[src/rtl/led_matrix_scan_pkg.sv]
// ============================================================================
// Module   : led_scan_pkg
// Purpose  : Shared scan-state type and output polarity helper for the LED
//            matrix scanner.
// Revision : 1.0 - initial release
// ============================================================================
`default_nettype none

package led_scan_pkg;

  typedef enum logic [1:0] {
    IDLE  = 2'd0,
    BLANK = 2'd1,
    DRIVE = 2'd2
  } scan_state_t;

  localparam int POL_W = 64;

  // Callers zero-extend into POL_W and truncate the result back to their width.
  function automatic logic [POL_W-1:0] apply_pol(input logic [POL_W-1:0] value,
                                                  input logic             active_low);
    return active_low ? ~value : value;
  endfunction

endpackage

`default_nettype wire

[src/rtl/led_matrix_scan_if.sv]
// ============================================================================
// Module   : led_matrix_scan_if
// Purpose  : Content-side controls and pin-side drives of the LED scanner.
// Revision : 1.0 - initial release
// ============================================================================
`default_nettype none

interface led_matrix_scan_if #(
  parameter int NUM_COLS  = 4,
  parameter int ROW_WIDTH = 8,
  parameter int PWM_BITS  = 4
);

  logic                          enable;
  logic [NUM_COLS*ROW_WIDTH-1:0] frame_data;
  logic [PWM_BITS-1:0]           brightness;
  logic [ROW_WIDTH-1:0]          rows;
  logic [NUM_COLS-1:0]           cols;
  logic [$clog2(NUM_COLS)-1:0]   col_idx;
  logic                          frame_start;

  modport master (
    output enable, frame_data, brightness,
    input  rows, cols, col_idx, frame_start
  );

  modport slave (
    input  enable, frame_data, brightness,
    output rows, cols, col_idx, frame_start
  );

endinterface

`default_nettype wire

[src/rtl/led_matrix_scan_pwm.sv]
// ============================================================================
// Module   : led_pwm_gen
// Purpose  : Per-column PWM counter and duty compare for the LED scanner.
// Revision : 1.0 - initial release
// ============================================================================
`default_nettype none

module led_pwm_gen #(
  parameter int PWM_BITS = 4
) (
  input  logic                clk,
  input  logic                rst,
  input  logic                clear_i,
  input  logic [PWM_BITS-1:0] bright_i,
  output logic                lit_o
);

  logic [PWM_BITS-1:0] cnt_q;
  logic [PWM_BITS-1:0] cnt_d;

  // lit_o refers to the count of the upcoming cycle, matching the registered rows.
  always_comb begin
    cnt_d = clear_i ? '0 : cnt_q + PWM_BITS'(1);
    lit_o = (cnt_d < bright_i) || (&bright_i);
  end

  always_ff @(posedge clk or posedge rst) begin
    if (rst) begin
      cnt_q <= '0;
    end else begin
      cnt_q <= cnt_d;
    end
  end

endmodule

`default_nettype wire

[src/rtl/led_matrix_scan.sv]
// ============================================================================
// Module   : led_matrix_scan
// Purpose  : Multiplexed LED-matrix column scanner with frame shadow buffer,
//            inter-column blanking and global PWM brightness.
// Revision : 1.0 - initial release
// ============================================================================
`default_nettype none

module led_matrix_scan
  import led_scan_pkg::*;
#(
  parameter int NUM_COLS       = 4,
  parameter int ROW_WIDTH      = 8,
  parameter int DWELL_CYCLES   = 4096,
  parameter int BLANK_CYCLES   = 16,
  parameter int PWM_BITS       = 4,
  parameter bit ROW_ACTIVE_LOW = 1'b1,
  parameter bit COL_ACTIVE_LOW = 1'b1
) (
  input  logic              clk,
  input  logic              rst,
  led_matrix_scan_if.slave  bus
);

  localparam int CIW     = $clog2(NUM_COLS);
  localparam int FW      = NUM_COLS * ROW_WIDTH;
  localparam int CNT_MAX = (DWELL_CYCLES > BLANK_CYCLES) ? DWELL_CYCLES : BLANK_CYCLES;
  localparam int CW      = $clog2(CNT_MAX + 1);

  localparam logic [CW-1:0]  DWELL_LOAD = CW'(DWELL_CYCLES - 1);
  localparam logic [CW-1:0]  BLANK_LOAD = CW'((BLANK_CYCLES > 0) ? BLANK_CYCLES - 1 : 0);
  localparam logic [CIW-1:0] LAST_COL   = CIW'(NUM_COLS - 1);

  scan_state_t          state_q, state_d;
  logic [CW-1:0]        cnt_q, cnt_d;
  logic [CIW-1:0]       col_q, col_d;
  logic [FW-1:0]        shadow_q, shadow_d;
  logic [PWM_BITS-1:0]  bright_q, bright_d;
  logic                 fs_q, fs_d;
  logic [ROW_WIDTH-1:0] rows_q, rows_d;
  logic [NUM_COLS-1:0]  cols_q, cols_d;

  logic                 load;
  logic                 pwm_clear;
  logic                 lit;
  logic [ROW_WIDTH-1:0] col_bits;
  logic [ROW_WIDTH-1:0] rows_log;
  logic [NUM_COLS-1:0]  cols_log;

  always_comb begin
    state_d   = state_q;
    cnt_d     = cnt_q;
    col_d     = col_q;
    load      = 1'b0;
    pwm_clear = 1'b0;

    if (!bus.enable) begin
      state_d = IDLE;
      cnt_d   = '0;
      col_d   = '0;
    end else begin
      case (state_q)
        IDLE: begin
          col_d = '0;
          load  = 1'b1;
          if (BLANK_CYCLES > 0) begin
            state_d = BLANK;
            cnt_d   = BLANK_LOAD;
          end else begin
            state_d   = DRIVE;
            cnt_d     = DWELL_LOAD;
            pwm_clear = 1'b1;
          end
        end
        BLANK: begin
          if (cnt_q == '0) begin
            state_d   = DRIVE;
            cnt_d     = DWELL_LOAD;
            pwm_clear = 1'b1;
          end else begin
            cnt_d = cnt_q - CW'(1);
          end
        end
        DRIVE: begin
          if (cnt_q == '0) begin
            if (col_q == LAST_COL) begin
              col_d = '0;
              load  = 1'b1;
            end else begin
              col_d = col_q + CIW'(1);
            end
            if (BLANK_CYCLES > 0) begin
              state_d = BLANK;
              cnt_d   = BLANK_LOAD;
            end else begin
              state_d   = DRIVE;
              cnt_d     = DWELL_LOAD;
              pwm_clear = 1'b1;
            end
          end else begin
            cnt_d = cnt_q - CW'(1);
          end
        end
        default: begin
          state_d = IDLE;
          cnt_d   = '0;
          col_d   = '0;
        end
      endcase
    end
  end

  // Output image is built from next-state values so every pin is a flop.
  always_comb begin
    shadow_d = load ? bus.frame_data : shadow_q;
    bright_d = load ? bus.brightness : bright_q;
    fs_d     = load;
    col_bits = shadow_d[col_d*ROW_WIDTH +: ROW_WIDTH];
    rows_log = '0;
    cols_log = '0;
    if (state_d == DRIVE) begin
      rows_log = col_bits & {ROW_WIDTH{lit}};
      cols_log = NUM_COLS'(1) << col_d;
    end
    rows_d = ROW_WIDTH'(apply_pol(POL_W'(rows_log), ROW_ACTIVE_LOW));
    cols_d = NUM_COLS'(apply_pol(POL_W'(cols_log), COL_ACTIVE_LOW));
  end

  led_pwm_gen #(
    .PWM_BITS (PWM_BITS)
  ) u_pwm (
    .clk      (clk),
    .rst      (rst),
    .clear_i  (pwm_clear),
    .bright_i (bright_d),
    .lit_o    (lit)
  );

  always_ff @(posedge clk or posedge rst) begin
    if (rst) begin
      state_q  <= IDLE;
      cnt_q    <= '0;
      col_q    <= '0;
      shadow_q <= '0;
      bright_q <= '0;
      fs_q     <= 1'b0;
      rows_q   <= {ROW_WIDTH{ROW_ACTIVE_LOW}};
      cols_q   <= {NUM_COLS{COL_ACTIVE_LOW}};
    end else begin
      state_q  <= state_d;
      cnt_q    <= cnt_d;
      col_q    <= col_d;
      shadow_q <= shadow_d;
      bright_q <= bright_d;
      fs_q     <= fs_d;
      rows_q   <= rows_d;
      cols_q   <= cols_d;
    end
  end

  assign bus.rows        = rows_q;
  assign bus.cols        = cols_q;
  assign bus.col_idx     = col_q;
  assign bus.frame_start = fs_q;

endmodule

`default_nettype wire

[src/flat_wrapper.sv]
// flat-port wrapper written by rule: the top's interface ports become plain ports
module led_matrix_scan_flat import led_scan_pkg::*;
#(
  parameter int NUM_COLS       = 4,
  parameter int ROW_WIDTH      = 8,
  parameter int DWELL_CYCLES   = 4096,
  parameter int BLANK_CYCLES   = 16,
  parameter int PWM_BITS       = 4,
  parameter bit ROW_ACTIVE_LOW = 1'b1,
  parameter bit COL_ACTIVE_LOW = 1'b1
)
  (clk, rst, bus_enable, bus_frame_data, bus_brightness, bus_rows, bus_cols, bus_col_idx, bus_frame_start);
  led_matrix_scan_if #(.NUM_COLS(NUM_COLS), .ROW_WIDTH(ROW_WIDTH), .PWM_BITS(PWM_BITS)) bus_i ();
  input  logic clk;
  input  logic rst;
  input wire logic [$bits(bus_i.enable)-1:0] bus_enable;
  input wire logic [$bits(bus_i.frame_data)-1:0] bus_frame_data;
  input wire logic [$bits(bus_i.brightness)-1:0] bus_brightness;
  output wire logic [$bits(bus_i.rows)-1:0] bus_rows;
  output wire logic [$bits(bus_i.cols)-1:0] bus_cols;
  output wire logic [$bits(bus_i.col_idx)-1:0] bus_col_idx;
  output wire logic [$bits(bus_i.frame_start)-1:0] bus_frame_start;
  assign bus_i.enable = bus_enable;
  assign bus_i.frame_data = bus_frame_data;
  assign bus_i.brightness = bus_brightness;
  assign bus_rows = bus_i.rows;
  assign bus_cols = bus_i.cols;
  assign bus_col_idx = bus_i.col_idx;
  assign bus_frame_start = bus_i.frame_start;
  led_matrix_scan #(.NUM_COLS(NUM_COLS), .ROW_WIDTH(ROW_WIDTH), .DWELL_CYCLES(DWELL_CYCLES), .BLANK_CYCLES(BLANK_CYCLES), .PWM_BITS(PWM_BITS), .ROW_ACTIVE_LOW(ROW_ACTIVE_LOW), .COL_ACTIVE_LOW(COL_ACTIVE_LOW)) u_core (.clk(clk), .rst(rst), .bus(bus_i));
endmodule
[config.mk]
export PLATFORM = sky130hd
export DESIGN_NAME = led_matrix_scan_flat
export DESIGN_NICKNAME = d
export VERILOG_FILES = /design/src/rtl/led_matrix_scan_pkg.sv /design/src/rtl/led_matrix_scan_if.sv /design/src/rtl/led_matrix_scan_pwm.sv /design/src/rtl/led_matrix_scan.sv /design/src/flat_wrapper.sv
export SDC_FILE = /design/constraint.sdc
export NUM_CORES = 1
export LEC_CHECK = 0
export ABC_AREA = 1
export CAP_MARGIN = 20
export CORE_UTILIZATION = 50
export DETAILED_ROUTE_END_ITERATION = 16
export DONT_BUFFER_PORTS = 1
export GPL_TIMING_DRIVEN = 0
export SLEW_MARGIN = 20
export SYNTH_ARGS = -nofsm -noshare
export SYNTH_HDL_FRONTEND = slang
export SYNTH_SLANG_ARGS = --single-unit
[constraint.sdc]
create_clock -name clk -period 2.86 [get_ports clk]
set_input_delay 0.572 -clock clk [delete_from_list [all_inputs] [get_ports clk]]
set_output_delay 0.572 -clock clk [all_outputs]
set_load 0.05 [all_outputs]
# Word-level counts from Yosys, hierarchy flattened
# Index checks and enable logic that the tools add are counted.
# word_totals
reg_bits	70
in_bits	39
output_inout_bits	15
wordCells	50
# op_classes
n_addsub	3
order_cmp	1
n_eq_ne	4
shift	2
n_mux	24
bitwise	3
reduce_logical	4
# op_table
op	count
$mux W13	3
$pmux W13 S3	1
$mux W32	1
$shiftx A32 B6 Y8	1
$logic_not A13 Y1	1
$sub A13 B1 Y13 const B	1
$mux W2	6
$mux W4	3
$and A8 B8 Y8	1
$mux W8	1
$not A8 Y8	1
$eq A2 B2 Y1 const B	3
$mux W1	6
$pmux W2 S3	1
$add A4 B1 Y4 const B	1
$lt A4 B4 Y1	1
$not A4 Y4	1
$pmux W2 S2	1
$reduce_and A4 Y1	1
$shl A1 B2 Y4 const A	1
$add A2 B1 Y2 const B	1
$eq A2 B1 Y1 const B	1
$logic_not A2 Y1	1
$pmux W1 S2	1
$logic_or A1 B1 Y1	1

# Logic depth before layout (Yosys ltp)
# Gate-level depths: netlist of the first run.
# logic_depth
ltp_word	11
ltp_mapped	19
depth_no_buf	18

# Cells and area by module
# Synthesis of the first run repeated with hierarchy kept, for this count alone.
# hier_totals
hier_cells	424
hier_area_um2	3512.1
# modules_own_cells
module	n_inst	cells_per_inst	area_per_inst_um2	seq_area_each_um2
led_matrix_scan	1	393	3259.4	1666.6
led_pwm_gen	1	31	252.7	100.1

# Least setup slack after synthesis of the first run
# Ideal clock, no wire load.
# synth_timing
kind	register to register
start	register u_core.col_q[0], in the netlist u_core.bus.col_idx[0]
end	register u_core.rows_q[0], in the netlist u_core.bus.rows[0]
arrival_time_ns	2.279
t_required_ns	2.797
slack_ns	0.519
path_stages_with_launch	17
path_buffers	1
cell_sequence	dfrtp_1 ha_1 nand2_1 inv_1 nand3_2 nand2_2 nand2_4 buf_6 o21ai_2 inv_1 ha_1 inv_1 o21bai_1 inv_1 nand2_1 nand2_1 nand2_1
# synth_via
elab_chain_cells	11
elab_cells_between_ends	19
cone_classes	1 x add/sub; 1 x order compare; 1 x eq/ne; 1 x shift; 11 x mux; 2 x bitwise; 2 x reduce/logical
# synth_lines
element	line_no	text
start, declared	led_matrix_scan.sv:36	logic [CIW-1:0] col_q, col_d;
start signal, assigned	led_matrix_scan.sv:152	col_q <= col_d;
$eq A2 B2 Y1 (*)	led_matrix_scan.sv:86	if (col_q == LAST_COL) begin
$mux W1 (*)	led_matrix_scan.sv:86	
$mux W1 (*)	led_matrix_scan.sv:85	if (cnt_q == '0) begin
$pmux W1 S2 (*)	led_matrix_scan.sv:62	case (state_q)
$mux W1 (*)	led_matrix_scan.sv:57	if (!bus.enable) begin
$mux W4 (*)	led_matrix_scan.sv:116	bright_d = load ? bus.brightness : bright_q;
named net u_core.bright_d[3]	led_matrix_scan.sv:38	logic [PWM_BITS-1:0] bright_q, bright_d;
$lt A4 B4 Y1 / $reduce_and A4 Y1 (equally long branches)	led_matrix_scan_pwm.sv:24	lit_o = (cnt_d < bright_i) || (&bright_i);
$logic_or A1 B1 Y1 (*)	led_matrix_scan_pwm.sv:24	
$and A8 B8 Y8 (*)	led_matrix_scan.sv:122	rows_log = col_bits & {ROW_WIDTH{lit}};
$mux W8 (*)	led_matrix_scan.sv:121	if (state_d == DRIVE) begin
$not A8 Y8 (*)	led_matrix_scan_pkg.sv:22	return active_low ? ~value : value;
named net u_core.rows_d[0]	led_matrix_scan.sv:40	logic [ROW_WIDTH-1:0] rows_q, rows_d;
end signal, assigned	led_matrix_scan.sv:147	rows_q <= {ROW_WIDTH{ROW_ACTIVE_LOW}};
end signal, assigned	led_matrix_scan.sv:156	rows_q <= rows_d;
end, declared	led_matrix_scan.sv:40	
# The timed path passes the listed nets; every way through them passes the cells marked *.

# Final worst setup path of the first run
# layout_timing
start	register u_core.cnt_q[0]
end	register u_core.rows_q[1], in the netlist u_core.bus.rows[1]
# layout_via
elab_chain_cells	10
elab_cells_between_ends	25
cone_classes	1 x order compare; 1 x eq/ne; 1 x shift; 17 x mux; 2 x bitwise; 3 x reduce/logical
# layout_lines
element	line_no	text
start, declared	led_matrix_scan.sv:35	logic [CW-1:0] cnt_q, cnt_d;
start signal, assigned	led_matrix_scan.sv:151	cnt_q <= cnt_d;
$logic_not A13 Y1 (*)	led_matrix_scan.sv:85	
$mux W1 (*)	led_matrix_scan.sv:85	
$pmux W1 S2 (*)	led_matrix_scan.sv:62	
$mux W1 (*)	led_matrix_scan.sv:57	
$mux W4 (*)	led_matrix_scan.sv:116	
named net u_core.bright_d[3]	led_matrix_scan.sv:38	
$lt A4 B4 Y1 / $reduce_and A4 Y1 (equally long branches)	led_matrix_scan_pwm.sv:24	
$logic_or A1 B1 Y1 (*)	led_matrix_scan_pwm.sv:24	
$and A8 B8 Y8 (*)	led_matrix_scan.sv:122	
$mux W8 (*)	led_matrix_scan.sv:121	
$not A8 Y8 (*)	led_matrix_scan_pkg.sv:22	
named net u_core.rows_d[1]	led_matrix_scan.sv:40	
# Marked as above.

==> flow_summary_export.csv, run 1 <==
group,metric,value,unit
clock_network,clkTransAtPathRegs,0.07,ns
synth,ys.flop_type,"dfrtp_1",
grt,grt_pass1_vias,2566,
sta,setup-violations-final,0,
finish,n_fill_cell,693,
grt,antenna_found_initial,0,
route,num_vias,2626,
power_and_ir_drop,p_leak,2.15,nW
worst_setup_path,crit_type,"reg2reg",
floorplanning,rows,30,
worst_setup_path,startpoint_type,"flip-flop",
synth,yosysMostFrequentCell,"nand2_1",
synth,yosysWarnings,0,
worst_setup_path,critical_path.top_delay_family,"simple AND/OR/NAND/NOR gates",
worst_setup_path,cpPeakStageDelay,0.36,ns
synth,ys_seq_area_frac,0.490,
route,drt-initial-drc-count,108,
finish,diodes,0,
route,wirelength,7.14,mm
worst_setup_path,crit_top_cell,"inv_1",
synth,yosys-top-cells-area,"dfrtp_1 40%, nand2_1 12%, inv_1 10%, dfstp_2 8.7%, o21a_1 4.6%",
worst_setup_path,crit_arrival,2.77,ns
finish,post_route_cells_drive_above_1_share,0.130,
floorplanning,coreArea,6870,sq um
synth,synth_area_per_cell,8.23,sq um
placed_design,portBuffers,0,
synth,synth_cells,438,
synth,synth_commonest_cells,"116 x nand2_1, 96 x inv_1, 58 x dfrtp_1",
floorplanning,fp.dieW,86.9,um
route,final_antenna_net_count,0,
synth,syn-num-nets,487,
power_and_ir_drop,ir_drop,0.434,mV
worst_setup_path,critPathRequiredTime,3.14,ns
clock_network,cts_made_buffers,9,
synth,synth_area,3600,sq um
synth,synth_seq_cells,70,
synth,ys_types,33,
clock_network,cts-resized-gates,0,
clock_network,htreeDepth,3,
synth,synthArstFlopShare,1.00,
finish,syn_to_final_growth,8.37,%
clock_network,cts_tree,"done",
sta,setup-tns-final,0,ns
worst_setup_path,crit_fanout,10,
grt,grt-ovfl-total,0,
route,dr.pass1.iters,6,
sta,slew_viol_final,0,
placed_design,place.gp.congestion,0.794,
sta,finalHoldViolations,0,
sta,fin_crit_sh,0.870,
power_and_ir_drop,power,4.18,mW
clock_network,cts_sinks,70,
route,route.detailed.wl_per_inst,13.0,um
sta,clock.fmax,0.402,GHz
min_path,hp-class,"in2async",
grt,grt_pass1_wl,11.8,mm
sta,rsz0062_at_grt,"false",
sta,tightest_slew,0.515,ns
worst_setup_path,critPathBufInv,5,
grt,grt.total_usage,0.212,
placed_design,dpl.hpwl,5.09,mm
floorplanning,die_area,7550,sq um
finish,fin_util,0.569,
clock_network,ctsHoldBuffers,0,
power_and_ir_drop,power.density,1070,nW/um^2
run_status,status,"finished clean",
finish,nNetsFinal,499,
worst_setup_path,cp-end-kind,"flip-flop",
floorplanning,io_pins,54,
job,cap_violations,0,
sta,fin_skew,0.00837,ns
route,avgViaCountPerCell,4.78,
synth,yosysTopAreaCell,"dfrtp_1",
grt,grt_max_degree,50,
worst_setup_path,crit_chain,"inv_1, ha_1, nand2_1, nor2_4, nand3_2, nand2_2, nand2_4, buf_6, o21ai_2, inv_1, ha_1, inv_1, o21bai_1, inv_1, nand2_1, nand2_2, nand2_1",
synth,synth-edff-count,0,
sta,slew_headroom,0.657,
floorplanning,fp.dieH,86.9,um
clock_network,clk_path_buf_depth,2,
worst_setup_path,cp_slowest_cell,"dfrtp_1",
clock_network,root_buffer,"clkbuf_8",
floorplanning,start_util,0.525,
sta,layout_min_cycle_time,2.49,ns
synth,synth_top_cell_area_share,0.403,
clock_network,clk_latency,0.34,ns
route,drc_errors,0,
clock_network,post_cts_buffers,0,
==> through the flow <==
step	hold WS [ns]	area (sq um)	instances	setup WS (ns)
2_1_floorplan	0.440	3600	438	0.519
3_3_place_gp	0.458	3720	534	-0.272
3_5_place_dp	0.428	3750	535	0.126
4_1_cts	0.0519	3900	549	0.105
5_1_grt	0.0579	3910	549	0.110
6_report	0.0486	3910	549	0.371
==> flip-flops by register name, indices dropped and copies added (netlist names) <==
signal	cells
u_core.bus.frame_start	1
u_core.cnt_q	13
u_core.bus.col_idx	2
u_core.bright_q	4
u_core.bus.rows	8
u_core.shadow_q	32
u_core.u_pwm.cnt_q	4
u_core.bus.cols	4
u_core.state_q	2
==> routing by layer <==
layer | global-route usage | wire, um | vias up
met3 | 0.0626 | 312 | 13
li1 | - | - | 1346
met5 | 0 | 0 | -
met2 | 0.361 | 3410 | 38
met1 | 0.250 | 3270 | 1229
met4 | 0.0864 | 142 | 0
==> path summary, 6_finish.rpt <==
| path | startpoint | to | slack, ns | depth (start not counted) |
|---|---|---|---|---|
| worst min register to register | u_core.shadow_q[2]$_DFF_PP0_ | u_core.shadow_q[2]$_DFF_PP0_ | 0.48 | 2 |
| worst max-delay path | u_core.cnt_q[0]$_DFF_PP0_ | u_core.bus.rows[1]$_DFF_PP1_ | 0.37 | 17 |
| worst min-delay path | rst | u_core.shadow_q[28]$_DFF_PP0_ | 0.05 | 1 |
| min in group clk | bus_frame_data[2] | u_core.shadow_q[2]$_DFF_PP0_ | 0.37 | 2 |
| max in group asynchronous | rst | u_core.bus.rows[7]$_DFF_PP1_ | 2.22 | 2 |
| worst max register to register | u_core.cnt_q[0]$_DFF_PP0_ | u_core.bus.rows[1]$_DFF_PP1_ | 0.37 | 17 |
==> layout make-up <==
class / count / area (sq um) / share of cell area
Tap cell: 96 / 120 / 0.0307
Clock inverter: 3 / 15.0 / 0.00384
Inverter: 99 / 375 / 0.0961
Clock buffer: 11 / 131 / 0.0336
Multi-Input combinational cell: 259 / 1390 / 0.355
Timing Repair Buffer: 1 / 27.5 / 0.00705
Sequential cell: 70 / 1770 / 0.453
Buffer: 10 / 80.1 / 0.0205
==> worst register-to-register path, stage by stage, from the launching register on <==
cell,delay [ns]
dfrtp_1,0.36
inv_1,0.11
ha_1,0.20
nand2_1,0.10
nor2_4,0.18
nand3_2,0.10
nand2_2,0.10
nand2_4,0.07
buf_6,0.16
o21ai_2,0.17
inv_1,0.06
ha_1,0.29
inv_1,0.04
o21bai_1,0.12
inv_1,0.05
nand2_1,0.07
nand2_2,0.15
nand2_1,0.12
==> report_power, final <==
part	switching (mW)	internal, mW
registers	0.210	1.37
logic	1.20	0.742
clock network	0.352	0.301
==> cells in the final DEF (no fill, tap or decap) <==
master and n:
nand2_1 115, inv_1 95, dfrtp_1 56, nor2_1 23, o21a_1 22, nand3_1 19
o21ai_0 17, dfstp_2 12, ha_1 10, clkbuf_8 9, a21oi_1 8, xor2_1 6
nor2_2 5, buf_6 5, clkbuf_1 5, nor2_4 4, nand2_4 4, nand2_2 4
clkinv_2 4, nor4_1 4, o21ai_1 3, nor3_1 3, xnor2_1 3, inv_2 2
nand4_1 2, dfrtp_2 2, nor2_8 1, nand3b_1 1, or2_2 1, buf_2 1
nand3_2 1, and2_1 1, buf_4 1, o21ai_2 1, o21bai_1 1, inv_4 1
buf_16 1
==> cell families after synthesis <==
kind of cell,Yosys count,synth area share
and+or+nand+nor,188,0.238
AOI/OAI and AO/OA,52,0.0892
adders and majority gates,10,0.0347
DFF,70,0.490
buffers and inverters,109,0.126
xor gates and xnor gates,9,0.0219
No activity file was read; power rests on OpenSTA's default activity.
==> run 2: changes to the inputs <==
- CTS_CLUSTER_DIAMETER: default -> 200
- SKIP_LAST_GASP: default -> 1
==> results of run 2 <==
Final layout, timing and power as in run 1 (identical DEF).
==> run 3: changes to the inputs <==
- CELL_PAD_IN_SITES_DETAIL_PLACEMENT: default -> 2
- CELL_PAD_IN_SITES_GLOBAL_PLACEMENT: default -> 2
- CORE_MARGIN: default -> 1.5
- CORE_UTILIZATION: 50 -> 37
- GPL_TIMING_DRIVEN: 0 -> 1
- PLACE_DENSITY_LB_ADDON: default -> 0.1
==> run 3 against run 2 <==
Against the previous run:
- worst setup slack worse by 0.012 ns
- sequential cell count unchanged
- maximum frequency down 0.47%
- global-route usage down 2.1 points
- sequential share of layout area down 0.21 points
- die area up 37%
- critical path depth down 1
- worst hold slack better by 0.15 ns
- via count up 4.5%
- register-to-register slack about the same
- largest cell class unchanged
==> flow_summary_export.csv, run 3 (same netlist as run 1, synthesis figures left out) <==
group,metric,value,unit
grt,grt_pass1_vias,3015,
finish,post_route_cells_drive_above_1_share,0.120,
route,drt-initial-drc-count,91,
sta,fin_crit_sh,0.874,
power_and_ir_drop,clockPowerShare,0.177,
min_path,hp-class,"in2async",
floorplanning,coreArea,9330,sq um
sta,setup-tns-final,0,ns
power_and_ir_drop,p_leak,2.14,nW
floorplanning,fp.dieH,102,um
finish,top_register,"u_core.shadow_q",
power_and_ir_drop,power.density,1110,nW/um^2
sta,finalHoldViolations,0,
floorplanning,rows,35,
route,route.detailed.wl_per_inst,15.3,um
route,num_vias,2745,
route,wirelength,8.85,mm
grt,grt_pass1_wl,14.9,mm
finish,largest_register_ff_count,32,
clock_network,clkTransAtPathRegs,0.08,ns
sta,setup-violations-final,0,
floorplanning,start_util,0.386,
sta,slew_viol_final,0,
worst_setup_path,crit_arrival,2.77,ns
sta,tightest_slew,0.608,ns
worst_setup_path,cp-end-kind,"flip-flop",
power_and_ir_drop,p_int,2.48,mW
clock_network,htreeDepth,3,
power_and_ir_drop,power_frac_comb,0.455,
clock_network,cts-resized-gates,0,
worst_setup_path,crit_chain,"inv_1, ha_1, nand2_1, nor2_4, nand3_2, nand2_2, nand2_4, o21ai_2, inv_1, ha_1, inv_1, o21bai_1, inv_1, nand2_1, nand2_1, nand2_1",
clock_network,cts_sinks,70,
worst_setup_path,crit_fanout,8,
grt,antenna_found_initial,0,
power_and_ir_drop,p_sw,1.86,mW
worst_setup_path,cpPeakStageDelay,0.37,ns
floorplanning,fp.dieW,102,um
power_and_ir_drop,p_sw_frac,0.429,
sta,slew_headroom,0.595,
grt,grt-ovfl-total,0,
sta,fin_skew,0.00853,ns
floorplanning,die_area,10300,sq um
clock_network,cts_made_buffers,9,
clock_network,ctsHoldBuffers,0,
clock_network,root_buffer,"clkbuf_8",
sta,worst_slack,0.359,ns
grt,grt_max_degree,71,
finish,diodes,0,
finish,layout_common_cells,"116 x nand2_1, 95 x inv_1, 58 x dfrtp_1",
clock_network,clk_latency,0.34,ns
placed_design,dpl.hpwl,6.43,mm
sta,rsz0062_at_grt,"false",
worst_setup_path,crit_type,"reg2reg",
route,final_antenna_net_count,0,
floorplanning,io_pins,54,
placed_design,dp_slack,0.299,ns
sta,clock.fmax,0.400,GHz
grt,grt.total_usage,0.191,
clock_network,cts_tree,"done",
clock_network,post_cts_buffers,0,
sta,layout_min_cycle_time,2.50,ns
finish,nNetsFinal,493,
finish,final_common_cell,"nand2_1",
placed_design,place.gp.congestion,0.731,
worst_setup_path,cp_slowest_cell,"dfrtp_1",
power_and_ir_drop,ir_drop,0.323,mV
finish,syn_to_final_growth,8.71,%
route,avgViaCountPerCell,4.75,
route,dr.pass1.iters,4,
worst_setup_path,critPathRequiredTime,3.13,ns
worst_setup_path,startpoint_type,"flip-flop",
job,cap_violations,0,
route,drc_errors,0,
run_status,status,"finished clean",
clock_network,clk_path_buf_depth,2,
placed_design,portBuffers,0,
power_and_ir_drop,sequentialPowerShare,0.368,
run 3: path summary, 6_finish.rpt:
path                                              startpoint                           end  slack, ns  cells past startpoint
worst max-delay path               u_core.cnt_q[0]$_DFF_PP0_  u_core.bus.rows[1]$_DFF_PP1_       0.36                     16
worst min-delay path                                     rst     u_core.cnt_q[8]$_DFF_PP0_       0.20                      2
worst max register to register     u_core.cnt_q[0]$_DFF_PP0_  u_core.bus.rows[1]$_DFF_PP1_       0.36                     16
worst min register to register  u_core.shadow_q[7]$_DFF_PP0_  u_core.shadow_q[7]$_DFF_PP0_       0.49                      2
max in group asynchronous                                rst  u_core.bus.rows[6]$_DFF_PP1_       2.32                      2
min in group clk                           bus_frame_data[7]  u_core.shadow_q[7]$_DFF_PP0_       0.38                      2
run 3: per-layer routing:
metal / up-vias / track usage / part of all wire
met5: - / 0 / 0
met4: 0 / 0.0705 / 0.0079
met1: 1376 / 0.221 / 0.41
met3: 6 / 0.0455 / 0.040
li1: 1332 / - / -
met2: 31 / 0.342 / 0.54
run 3: power by group through the flow:
stage	sequential [mW]	combinational (mW)	clock [mW]
floorplan	1.57	1.60	0
global placement	1.59	1.92	0
detailed placement	1.62	2.02	0
CTS	1.60	2.04	0.798
global route	1.64	2.30	0.836
finish	1.60	1.97	0.770
run 3: worst max-delay path, delay by kind of cell, from the launching register on:
kind / cells / cell delay (ns)
buffers and inverters: 4 / 0.27
DFF: 1 / 0.37
adders and majority gates: 2 / 0.47
and+or+nand+nor: 8 / 1.01
AOI/OAI and AO/OA: 2 / 0.31
run 3: final cells by class:
cell class / count / area (sq um)
clock buffer: 12 / 135
clock inverter: 4 / 47.5
fill: 1108 / 5410
inverter: 99 / 373
multi-input combinational: 259 / 1390
sequential: 70 / 1770
tap: 129 / 161
timing repair buffer: 5 / 50.0
run 3: through the flow:
step	std cells	power, mW	hold slack [ns]	utilization	area, sq um
floorplan	438	3.17	0.440	-	3600
global placement	562	3.52	0.467	0.401	3740
detailed placement	562	3.64	0.478	0.401	3740
CTS	578	4.44	0.198	0.420	3920
global route	578	4.77	0.214	0.420	3920
finish	578	4.34	0.197	0.420	3920
